<file path="config.mk">
export PLATFORM = sky130hd
export DESIGN_NAME = half_subtractor
export DESIGN_NICKNAME = d
export VERILOG_FILES = /design/src/rtl/half_subtractor.sv
export SDC_FILE = /design/constraint.sdc
export NUM_CORES = 1
export LEC_CHECK = 0
export ABC_AREA = 1
export CORE_AREA = 2 2 39 41
export CTS_CLUSTER_DIAMETER = 80
export DETAILED_ROUTE_END_ITERATION = 12
export DIE_AREA = 0 0 41 43
export PLACE_DENSITY = 0.31
export RECOVER_POWER = 100
export SETUP_SLACK_MARGIN = 0.1
export SLEW_MARGIN = 20
export SYNTH_ARGS = -nofsm -noshare
export SYNTH_HDL_FRONTEND = slang
export SYNTH_SLANG_ARGS = --single-unit
</file>
<file path="constraint.sdc">
create_clock -name clk -period 0.93 [get_ports clk]
set_input_delay 0.2325 -clock clk [delete_from_list [all_inputs] [get_ports clk]]
set_output_delay 0.2325 -clock clk [all_outputs]
set_load 0.005 [all_outputs]
</file>
<file path="src/rtl/half_subtractor.sv">
// Registered one-bit half subtractor: d = x ^ y, b = ~x & y, one cycle after in_valid.
// Define HALF_SUBTRACTOR_BORROW_CNT_EN to add the saturating borrow_cnt debug counter.
module half_subtractor #(
  parameter int unsigned CNT_W = 8
) (
  input  logic             clk,
  input  logic             rst,
  input  logic             in_valid,
  input  logic             x,
  input  logic             y,
  output logic             d,
  output logic             b,
  output logic             out_valid
`ifdef HALF_SUBTRACTOR_BORROW_CNT_EN
  ,
  output logic [CNT_W-1:0] borrow_cnt
`endif
);

  logic d_q, d_d;
  logic b_q, b_d;
  logic out_valid_q, out_valid_d;

  // Reject counter widths outside 1..32 at elaboration.
  if ((CNT_W < 1) || (CNT_W > 32)) begin : g_bad_cnt_w
    $error("half_subtractor: CNT_W must be in 1..32");
  end

  // Next-state for the result registers; x/y are only looked at when in_valid is high.
  always_comb begin
    d_d         = d_q;
    b_d         = b_q;
    out_valid_d = 1'b0;
    if (in_valid) begin
      d_d         = x ^ y;
      b_d         = ~x & y;
      out_valid_d = 1'b1;
    end else begin
      d_d         = d_q;
      b_d         = b_q;
      out_valid_d = 1'b0;
    end
  end

  // Result registers with synchronous reset.
  always_ff @(posedge clk) begin
    if (rst) begin
      d_q         <= 1'b0;
      b_q         <= 1'b0;
      out_valid_q <= 1'b0;
    end else begin
      d_q         <= d_d;
      b_q         <= b_d;
      out_valid_q <= out_valid_d;
    end
  end

  assign d         = d_q;
  assign b         = b_q;
  assign out_valid = out_valid_q;

`ifdef HALF_SUBTRACTOR_BORROW_CNT_EN
  localparam logic [CNT_W-1:0] CNT_MAX = {CNT_W{1'b1}};

  logic [CNT_W-1:0] cnt_q, cnt_d;

  // Count accepted borrows, sticking at all-ones instead of wrapping.
  always_comb begin
    cnt_d = cnt_q;
    if (in_valid && (~x & y) && (cnt_q != CNT_MAX)) begin
      cnt_d = cnt_q + CNT_W'(1);
    end else begin
      cnt_d = cnt_q;
    end
  end

  // Counter register, updated on the same edge as b.
  always_ff @(posedge clk) begin
    if (rst) begin
      cnt_q <= {CNT_W{1'b0}};
    end else begin
      cnt_q <= cnt_d;
    end
  end

  assign borrow_cnt = cnt_q;
`endif

endmodule

</file>
==> summary.txt <==
Die W = 41 um
Filler cells = 160
Status = finished, final reports clean
Yosys warnings = 0
Vias after detailed routing = 132
Clk root buf = clkbuf_4
Post-DRT Antenna Nets = 0
Worst-path clk slew = 0.04 ns
Period minus WS final = 0.894 ns
Max-cap violation count = 0
Cell area after layout = 230 um2
WHS Endpoint = out_valid
Flop2flop setup slack = 0.37 ns
Worst vdd ir = 0.000480 V
Post-DP Area = 211 um2
Largest area contributor in the netlist = dfxtp_1
Lkg Pwr = 0.128 nW
Largest net degree at the start of global routing = 6
Routed len/inst = 7.23 um
Data arrival, critical path = 0.66 ns
Die Height = 43 um
RePlAce Congestion = 0.555
Layout area overhead = 89.7%
Crit Reg-Reg Startpoint = d
Pins Over Slew Limit = 0
Vias/cell = 3.00
Worst hold stages = 3
Drt pass-1 iters = 4
Diodes inserted = 0
Fin Setup TNS = 0 ns
Ys async rst share = 0
Nets = 35
Most used DFF post-synth = dfxtp_1
GRT Util Overall = 0.0532
Max transition margin = 0.887
Share of layout cells above drive strength 1 = 0.250
Initial antenna violation count = 0
Post-synth top area share = 0.495
Vias in the first global route = 156
Clk_lat worst skew = 0.23 ns
Total grt overflow = 0
DIE AREA = 1760 um2
Fin crit share = 0.961
DRC = 0
Clock Skew = 0 ns
Min-Delay Startpoint = in_valid
CP peak stage delay = 0.31 ns
CP required = 0.70 ns
Initial Utilization = 0.0877
Distinct cell type count after synthesis = 5
Cell Rows = 14
IO Pins = 8
CP Class = reg -> out
CORE AREA = 1380 um2
CP max FO = 2
Worst-case clock buffer depth = 2
Endpoint class of the critical path = output port
EDFF count, synth = 0
Initial DRC count = 5
Synth Register Bits = 3
Ranking of synthesized cells by area = dfxtp_1 49%, nor2_1 15%, inv_1 12%
Worst slew pin tran = 0.170 ns
H-Tree Depth = 1
Hold violation count in the final report = 0
Finish-stage setup viols = 0
Total Wirelength = 318 um
CP bufs+invs = 1
Pwr dens = 1840 nW/um2
Inserted Clock Buffers = 3
Worst R2R End = d
CTS tree = done
First-pass GRT wire length = 552 um
Synth Instances = 17
Synthesized cell area = 121 um2
Worst path slowest cell = dfxtp_2
PortBufs = 7
HPWL after DPL = 232 um
F_max = 1120 MHz
RSZ-0062 raised after global routing = true
Syn_area_per_cell = 7.14 um2
Crit path cell chain = buf_2
CP Launch Type = flip-flop
Worst hold path class = in -> reg
Path depth of the worst reg2reg path = 2
Post-synth top cells = 5 x nor2_1, 4 x inv_1, 4 x nand2_1
Count leader, synth = nor2_1
Clock Sinks = 3
Post-synth net total = 23
Top delay family on crit path = flip-flops
Sequential area share after synthesis = 0.495
[flip-flops by register name (all words and copies together) (netlist names)]
signal / count
b: 1
out_valid: 1
d: 1
[worst max path at each step]
| stage | startpoint | end | slack [ns] | cells past startpoint |
|---|---|---|---|---|
| floorplan | x | d | 0.20 | 5 |
| global placement | x | d | -0.31 | 6 |
| detailed placement | x | d | -0.34 | 6 |
| CTS | b | b | 0.03 | 1 |
| global route | d | d | 0.01 | 1 |
| finish | d | d | 0.04 | 1 |
[layout by cell type, fill, tap and decap left out, drive strengths merged]
master	instances
dlygate4sd3	1
dlygate4sd2	2
dfxtp	3
ha	1
inv	4
clkbuf	5
dlymetal6s2s	1
nor2	5
nand2	4
buf	2
[stage by stage]
stage	setup slack (ns)	total power, W	utilization	hold slack [ns]	cells
6_report	0.0362	0.000424	0.166	0.312	44
5_1_grt	0.00992	0.000458	0.166	0.347	44
4_1_cts	0.0276	0.000433	0.161	0.469	44
3_5_place_dp	-0.342	0.000201	0.153	0.463	40
3_3_place_gp	-0.312	0.000200	0.153	0.462	40
2_1_floorplan	0.196	0.000161	-	0.304	17
[routing by layer]
metal	track usage	part of all wire
met1	0.0449	0.41
met2	0.0656	0.42
met3	0.0628	0.17
met4	0.0400	0
met5	0	0
[cell families (layout without fill, tap and decap cells)]
logic type | after synthesis | count (layout) | synth area share
flip-flops | 3 | 3 | 0.495
AND/OR/NAND/NOR | 9 | 9 | 0.278
adder cells (fa/ha/maj) | 1 | 1 | 0.103
buffers and inverters | 4 | 15 | 0.124
[where the power goes]
part           internal (W)  leakage, nW  total [W]  switching [W]
logic             0.0000262       0.0878  0.0000458      0.0000195
registers          0.000139       0.0255   0.000143     0.00000415
clock network      0.000161       0.0150   0.000235      0.0000738
total              0.000327        0.128   0.000424      0.0000975
[repair_timing]
item                                    4_1_cts  5_1_grt
hold buffers                                  0        0
endpoints found under the setup margin        5        5
setup buffers                                 0        0
pin swaps                                     3        1
gates resized for setup                      16        2
[final cells by class]
cell class                 count  area, um2  area share
timing repair buffer           7       60.1       0.261
tap                           16       20.0      0.0870
clock buffer                   4       26.3       0.114
inverter                       4       15.0      0.0652
sequential                     3       62.6       0.272
multi-input combinational     10       46.3       0.201
Power figures use the tool's default switching activity.
